File: src/rtl/linescanner_pkg.sv
// linescanner_pkg: shared state encoding, counter width and default timing constants.
package linescanner_pkg;
    localparam int CNT_W = 16;
    localparam int DEF_PIXELS_PER_LINE = 1024;
    localparam int DEF_LINES_PER_FRAME = 512;
    localparam int DEF_LINE_PERIOD_CLKS = 4096;
    localparam int DEF_TIMEOUT_CLKS = 8192;
    typedef enum logic [2:0] {IDLE, ARM, ACTIVE, GAP, DONE} state_t;
endpackage

File: src/rtl/linescanner_line_timer.sv
// linescanner_line_timer: saturating cycle counter with clear and a threshold compare.
module linescanner_line_timer
    import linescanner_pkg::*;
(
    input  logic             main_clock_source,
    input  logic             n_reset,
    input  logic             clear,
    input  logic             count,
    input  logic [CNT_W-1:0] threshold,
    output logic             reached
);
    logic [CNT_W-1:0] value;
    always_ff @(posedge main_clock_source) begin
        if (!n_reset || clear)
            value <= '0;
        else if (count && value != '1)
            value <= value + 1'b1;
    end
    assign reached = value >= threshold;
endmodule

File: src/rtl/linescanner_frame_controller.sv
// linescanner_frame_controller: sequences arm/capture/gap per line across a frame.
// Optional ARM-dwell timeout enabled by defining LINESCANNER_TIMEOUT_EN.
module linescanner_frame_controller
    import linescanner_pkg::*;
#(
    parameter int PIXELS_PER_LINE  = DEF_PIXELS_PER_LINE,
    parameter int LINES_PER_FRAME  = DEF_LINES_PER_FRAME,
    parameter int LINE_PERIOD_CLKS = DEF_LINE_PERIOD_CLKS,
    parameter int TIMEOUT_CLKS     = DEF_TIMEOUT_CLKS
) (
    input  logic             main_clock_source,
    input  logic             n_reset,
    input  logic             start,
    input  logic             abort,
    input  logic             lval,
    output logic             scanner_enable,
    output logic             busy,
    output logic [CNT_W-1:0] line_index,
    output logic [CNT_W-1:0] pixel_count,
    output logic             line_done,
    output logic             frame_done,
    output logic             line_error,
    output logic             timeout_error
);
    localparam logic [CNT_W-1:0] PIX_EXP   = CNT_W'(PIXELS_PER_LINE);
    localparam logic [CNT_W-1:0] LAST_LINE = CNT_W'(LINES_PER_FRAME - 1);
    localparam logic [CNT_W-1:0] PERIOD_TH = CNT_W'(LINE_PERIOD_CLKS - 1);
    localparam logic [CNT_W-1:0] TMO_TH    = CNT_W'(TIMEOUT_CLKS - 1);

    state_t state, state_n;
    logic [CNT_W-1:0] line_index_n, pixel_count_n;
    logic line_done_n, frame_done_n, line_error_n, timer_hit;
`ifdef LINESCANNER_TIMEOUT_EN
    logic timeout_n;
`endif

    // One counter serves both the line period (GAP) and the ARM dwell limit.
    linescanner_line_timer u_timer (
        .main_clock_source(main_clock_source),
        .n_reset(n_reset),
        .clear(state_n == ARM && state != ARM),
        .count(state != IDLE),
        .threshold(state == ARM ? TMO_TH : PERIOD_TH),
        .reached(timer_hit)
    );

    always_comb begin
        state_n = state;
        line_index_n = line_index;
        pixel_count_n = pixel_count;
        line_done_n = 1'b0;
        frame_done_n = 1'b0;
        line_error_n = 1'b0;
`ifdef LINESCANNER_TIMEOUT_EN
        timeout_n = 1'b0;
`endif
        case (state)
            IDLE: if (start) begin
                state_n = ARM;
                line_index_n = '0;
                pixel_count_n = '0;
            end
            ARM: if (lval) begin
                state_n = ACTIVE;
                pixel_count_n = CNT_W'(1);
            end
`ifdef LINESCANNER_TIMEOUT_EN
            else if (timer_hit) begin
                state_n = IDLE;
                timeout_n = 1'b1;
            end
`endif
            ACTIVE: if (lval) begin
                pixel_count_n = pixel_count == '1 ? pixel_count : pixel_count + 1'b1;
            end else begin
                line_done_n = 1'b1;
                line_error_n = pixel_count != PIX_EXP;
                state_n = line_index == LAST_LINE ? DONE : GAP;
            end
            GAP: if (timer_hit) begin
                state_n = ARM;
                line_index_n = line_index + 1'b1;
            end
            DONE: begin
                state_n = IDLE;
                frame_done_n = 1'b1;
            end
            default: state_n = IDLE;
        endcase
        // Abort overrides every event above and leaves the counters untouched.
        if (abort && state != IDLE) begin
            state_n = IDLE;
            line_index_n = line_index;
            pixel_count_n = pixel_count;
            line_done_n = 1'b0;
            frame_done_n = 1'b0;
            line_error_n = 1'b0;
`ifdef LINESCANNER_TIMEOUT_EN
            timeout_n = 1'b0;
`endif
        end
    end

    always_ff @(posedge main_clock_source) begin
        if (!n_reset) begin
            state <= IDLE;
            line_index <= '0;
            pixel_count <= '0;
            scanner_enable <= 1'b0;
            busy <= 1'b0;
            line_done <= 1'b0;
            frame_done <= 1'b0;
            line_error <= 1'b0;
        end else begin
            state <= state_n;
            line_index <= line_index_n;
            pixel_count <= pixel_count_n;
            scanner_enable <= state_n == ARM;
            busy <= state_n != IDLE;
            line_done <= line_done_n;
            frame_done <= frame_done_n;
            line_error <= line_error_n;
        end
    end

`ifdef LINESCANNER_TIMEOUT_EN
    always_ff @(posedge main_clock_source) begin
        if (!n_reset)
            timeout_error <= 1'b0;
        else
            timeout_error <= timeout_n;
    end
`else
    assign timeout_error = 1'b0;
`endif
endmodule

File: config.mk
export PLATFORM = sky130hd
export DESIGN_NAME = linescanner_frame_controller
export DESIGN_NICKNAME = d
export VERILOG_FILES = /design/src/rtl/linescanner_pkg.sv /design/src/rtl/linescanner_line_timer.sv /design/src/rtl/linescanner_frame_controller.sv
export SDC_FILE = /design/constraint.sdc
export NUM_CORES = 1
export LEC_CHECK = 0
export BUFFER_PORTS_ARGS = -buffer_cell sky130_fd_sc_hd__buf_2
export CAP_MARGIN = 20
export CORE_MARGIN = 5
export CORE_UTILIZATION = 61
export DETAILED_ROUTE_END_ITERATION = 7
export PLACE_DENSITY_LB_ADDON = 0.12
export SLEW_MARGIN = 15
export SYNTH_ARGS = -nofsm -noshare
export SYNTH_HDL_FRONTEND = slang
export SYNTH_HIERARCHICAL = 1
export SYNTH_SLANG_ARGS = --single-unit
export TNS_END_PERCENT = 20
File: constraint.sdc
create_clock -name main_clock_source -period 8.1 [get_ports main_clock_source]
set_input_delay 1.62 -clock main_clock_source [delete_from_list [all_inputs] [get_ports main_clock_source]]
set_output_delay 1.62 -clock main_clock_source [all_outputs]
set_load 0.02 [all_outputs]
* Word-level counts from Yosys, hierarchy flattened *
Cells that the tools add are included.

word-level totals
  register bits after elaboration = 56
  output and inout port bits = 38
  word-level logic and storage cells = 63

operators by class
  add/subtract/negate cells = 3
  magnitude comparators = 1
  equality and inequality tests = 15
  muxes and demuxes = 17
  bitwise gates (word level) = 3
  reduce and logical (&&, ||, !) cells = 15

operators with widths
  operator               number
  $mux 16                5
  $add 16x1->16 const B  3
  $pmux 16 s3            1
  $pmux 16 s2            1
  $mux 3                 6
  $eq 16x16->1 const B   1
  $eq 16x9->1 const B    1
  $ge 16x13->1           1
  $ne 16x11->1 const B   1
  $ne 16x16->1 const B   1
  $mux 13                1
  $pmux 3 s4             1
  $ne 2x2->1 const B     5
  $reduce_bool 3->1      3
  $eq 3x1->1 const B     2
  $eq 3x2->1 const B     2
  $reduce_and 6->1       1
  $reduce_and 4->1       1
  $reduce_or 4->1        1
  $eq 3x3->1 const B     1
  $logic_and 1x1->1      3
  $logic_not 3->1        1
  $ne 3x1->1 const B     1
  $not 1->1              3
  other kinds (6)        7

* Longest topological paths before layout *
  word-level depth = 9
  mapped depth = 18

* Cells and area by module *
The synthesis kept the hierarchy.

by module, submodules not included
  module                        times used  cells each  area an instance (µm²)
  linescanner_frame_controller  1           246         2,080.7
  linescanner_line_timer        1           148         1,249.9

* Least setup slack after synthesis *
OpenSTA, ideal clock, no wires.

  path type = input -> register
  start point = in lval
  end point = reg u_timer.value[2]
  setup time = 0.130 ns
  arrival = 3.506 ns
  data required time = 7.970 ns
  slack = 4.464 ns
  cell stages on the path = 9
  path buffers = 3
  cell sequence = clkbuf_1 -> or4_1 -> o22ai_2 -> clkbuf_1 -> nand2_1 -> inv_1 -> or2b_2 -> dlymetal6s4s_1 -> nor3_1

on the way
  longest elaborated chain between the ends = 6

RTL lines
  element                    line                                                                    source
  start, declared            linescanner_frame_controller.sv:15                                      input logic lval,
  $mux 3 (on tied branches)  linescanner_frame_controller.sv:73, linescanner_frame_controller.sv:63
  $pmux 3 s4 (*)             linescanner_frame_controller.sv:57                                      case (state)
  $mux 3 (*)                 linescanner_frame_controller.sv:91                                      if (abort && state != IDLE) begin
  $eq 3x1->1 (*)             linescanner_frame_controller.sv:41                                      .clear(state_n == ARM && state != ARM),
  $logic_and 1x1->1 (*)      linescanner_frame_controller.sv:41
  $logic_or 1x1->1 (*)       linescanner_line_timer.sv:14                                            if (!n_reset || clear)
  end signal, assigned       linescanner_line_timer.sv:17                                            value <= value + 1'b1;
  end, declared              linescanner_line_timer.sv:12                                            logic [CNT_W-1:0] value;

Mark *: on every way between the ends. The rest lies on a longest branch, timed or not.
A chain may end at the register's enable or synchronous reset.

* Worst setup path after layout *
  start point = reg state[0]
  end point = reg u_timer.value[4]

on the way
  longest elaborated chain between the ends = 9

RTL lines
  element                 line                                 source
  start, declared         linescanner_frame_controller.sv:30   state_t state, state_n;
  start signal, assigned  linescanner_frame_controller.sv:115  state <= state_n;
  $eq 3x1->1              linescanner_frame_controller.sv:43   .threshold(state == ARM ? TMO_TH : PERIOD_TH),
  $mux 13                 linescanner_frame_controller.sv:43
  $ge 16x13->1            linescanner_line_timer.sv:19         assign reached = value >= threshold;
  net timer_hit           linescanner_frame_controller.sv:32   logic line_done_n, frame_done_n, line_error_n, timer_hit;
  $mux 3                  linescanner_frame_controller.sv:80   GAP: if (timer_hit) begin
  $pmux 3 s4              linescanner_frame_controller.sv:57
  $mux 3                  linescanner_frame_controller.sv:91
  $eq 3x1->1              linescanner_frame_controller.sv:41
  $logic_and 1x1->1       linescanner_frame_controller.sv:41
  $logic_or 1x1->1        linescanner_line_timer.sv:14

The timed path passes the listed nets, and every way through them passes these cells.

==> results.yml <==
run_status:
  status: "finished, final reports clean"
setup_path:
  ff2ff_setup_slack_ps: 4180
  r2r-start: "state[0]$_SDFF_PN0_"
  crit-reg2reg-capture: "u_timer/value[4]$_SDFFE_PP0P_"
  critical_path_arrival_ps: 4160
  end_kind: "flip-flop"
  timing.critical_path.from_type: "flip-flop"
  crit_required_ps: 8340
  rr_worst_depth: 17
  crit_type: "flip-flop to flip-flop"
  cp_max_fo: 15
power:
  leakage_nw: 1.629
  ir_drop_uv: 87.58
  p_per_area_mw_per_mm2: 128.5
global_routing:
  antenna_found_initial: 0
  grt_max_degree: 18
  track_usage_pct: 20.42
  grt_pass1_wl_mm: 12.23
  grt_pass1_vias: 2736
  gr-total-overflow: 0
clock_tree:
  cts_setup_buffers: 0
  cts_sinks: 56
  cts_tree: "yes"
  cts-resized-gates: 0
  insertion_delay_ps: 310
  cts_root_buffer: "clkbuf_8"
  cts_htree_levels: 2
  cts_buffers: 5
  holdBufCountCts: 0
  clk_path_buf_depth: 2
  path_clk_slew_ps: 100
logic_synthesis:
  synth_area_leaders: "dfxtp_1 34%, ha_1 7.5%, nand4_1 4.3%"
  yosysMostFrequentCell: "dfxtp_1"
  synth_cell_types: 60
  yosys_register_bits: 56
  synth_edf_count: 0
  syn_area_mm2: 0.003331
  ys_seq_area_share_pct: 33.66
  synthCells: 394
  yosys.area.top_type: "dfxtp_1"
  async_flop_share_pct: 0
  synth_top_area_share_pct: 33.66
  yosys-top-cells-count: "56 x dfxtp_1, 38 x nor2_1, 28 x inv_1"
  avgSynthCellArea_um2: 8.454
  synth_ff_type: "dfxtp_1"
  yosys_warnings: 6
floorplan:
  die_w_um: 83.89
  pin_count: 43
  row_count: 27
  fp.dieArea_mm2: 0.007038
  die_h_um: 83.89
  start_util_pct: 61.62
  core_mm2: 0.005405
timing:
  hold_viol: 0
  holdWs_ps: 517.4
  final-setup-viol-count: 0
  post-route-period-util_pct: 48.37
  setup_tns_ps: 0
  min_period_ps: 3918
  finClkSkew_ps: 7.424
  max_slew_margin_pct: 49.89
  rsz0062_at_grt: "no"
  drv_slew: 0
  fmax_mhz: 255.2
  tightest_slew_ps: 745.4
placed_design:
  gp_congestion: 0.8290
  dpl.hpwl_mm: 5.336
  numPortBuffers: 41
detailed_routing:
  antenna_left: 0
  first_iter_violations: 105
  viasPerCell: 5.766
  drt_pre_antenna_iters: 4
  drc: 0
  vias: 2987
  avgRoutedWirePerCell_um: 13.81
  wirelength_mm: 7.156
final_layout:
  fillCellCount: 454
  regArea_mm2: 0.001121
  drive_above_1_share_pct: 15.02
  diodes: 0
  multiInputGateArea_mm2: 0.002086
  nNetsFinal: 470
  fin_util_pct: 68.66
  area_growth_pct: 11.42
min_path:
  hold_path_startpoint: "u_timer/value[14]$_SDFFE_PP0P_"
  hold_depth: 2
  holdCritPathClass: "flip-flop to flip-flop"
  hold_end: "u_timer/value[14]$_SDFFE_PP0P_"
run:
  drv_cap: 0
metrics by stage:
step,area [µm²],setup WS (ps),cells,total power [mW]
finish,3711,4182,518,0.4767
global placement,3615,4494,509,0.3266
floorplan,3383,4464,408,0.3190
global route,3711,3786,518,0.4984
CTS,3704,4259,517,0.4811
detailed placement,3615,4281,509,0.3283
critical path, stage by stage (launching register included):
cell and delay [ps]:
dfxtp_1 580, nand2b_1 130, or2_2 310, inv_1 80
inv_1 40, ha_1 170, a21o_1 150, a21o_1 170
a221oi_1 280, o21ai_0 200, a21boi_0 210, o21ai_0 170
a22o_4 360, nand2_1 140, inv_1 60, nor2b_1 420
o21ai_0 210, a31oi_1 190
layout make-up:
class                      count  area share (%)
multi-input combinational    311           56.20
sequential                    56           30.21
timing repair buffer          43           5.934
inverter                      28           2.832
tap                           72           2.428
clock buffer                   6           1.955
clock inverter                 2          0.4383
cells in the final DEF, fill, tap and decap left out, types with 10 or more instances in the layout:
cell type / count
a21oi_1: 16
and3_1: 14
buf_2: 41
conb_1: 16
dfxtp_1: 56
ha_1: 20
inv_1: 28
nand2_1: 15
nand3_1: 22
nand4_1: 23
nor2_1: 38
nor3_1: 10
o21ai_0: 19
or3_1: 10
xnor2_1: 11
xor2_1: 14
worst max path at each step:
stage | from | endpoint | slack, ps | depth (start not counted)
6_report | state[0]$_SDFF_PN0_ | u_timer/value[4]$_SDFFE_PP0P_ | 4180 | 17
5_1_grt | state[0]$_SDFF_PN0_ | u_timer/value[4]$_SDFFE_PP0P_ | 3790 | 17
4_1_cts | state[0]$_SDFF_PN0_ | u_timer/value[4]$_SDFFE_PP0P_ | 4260 | 17
3_5_place_dp | state[0]$_SDFF_PN0_ | u_timer/value[4]$_SDFFE_PP0P_ | 4280 | 17
3_3_place_gp | state[0]$_SDFF_PN0_ | u_timer/value[4]$_SDFFE_PP0P_ | 4490 | 17
2_1_floorplan | lval | u_timer/value[2]$_SDFFE_PP0P_ | 4460 | 9
sequential cells by signal (all words and copies together), names as in the netlist:
register,flops
busy,1
frame_done,1
line_done,1
line_error,1
line_index,16
pixel_count,16
scanner_enable,1
state,3
u_timer/value,16
per-layer routing:
| metal | vias up | wire length (µm) | GRT usage [%] |
|---|---|---|---|
| met3 | 10 | 296 | 4.047 |
| met1 | 1384 | 3244 | 25.58 |
| met5 | - | 0 | 0 |
| met4 | 0 | 72 | 4.386 |
| met2 | 58 | 3542 | 36.15 |
| li1 | 1535 | - | - |
power breakdown:
group          internal (mW)  switching [mW]  total [mW]
clock                 0.0618          0.0919       0.154
sequential             0.277         0.00297       0.280
combinational         0.0149          0.0279      0.0428
total                  0.354           0.123       0.477
kinds of logic after synthesis:
group,after synthesis,share of synthesized area [%]
and+or+nand+nor,181,32.16
AOI/OAI and AO/OA,68,14.28
DFF,56,33.66
buffers and inverters,41,5.297
xor gates and xnor gates,25,6.574
adders and majority gates,20,7.513
other,2,0.2255
muxes,1,0.3005
Note: power is estimated with default switching activity, not from simulation.
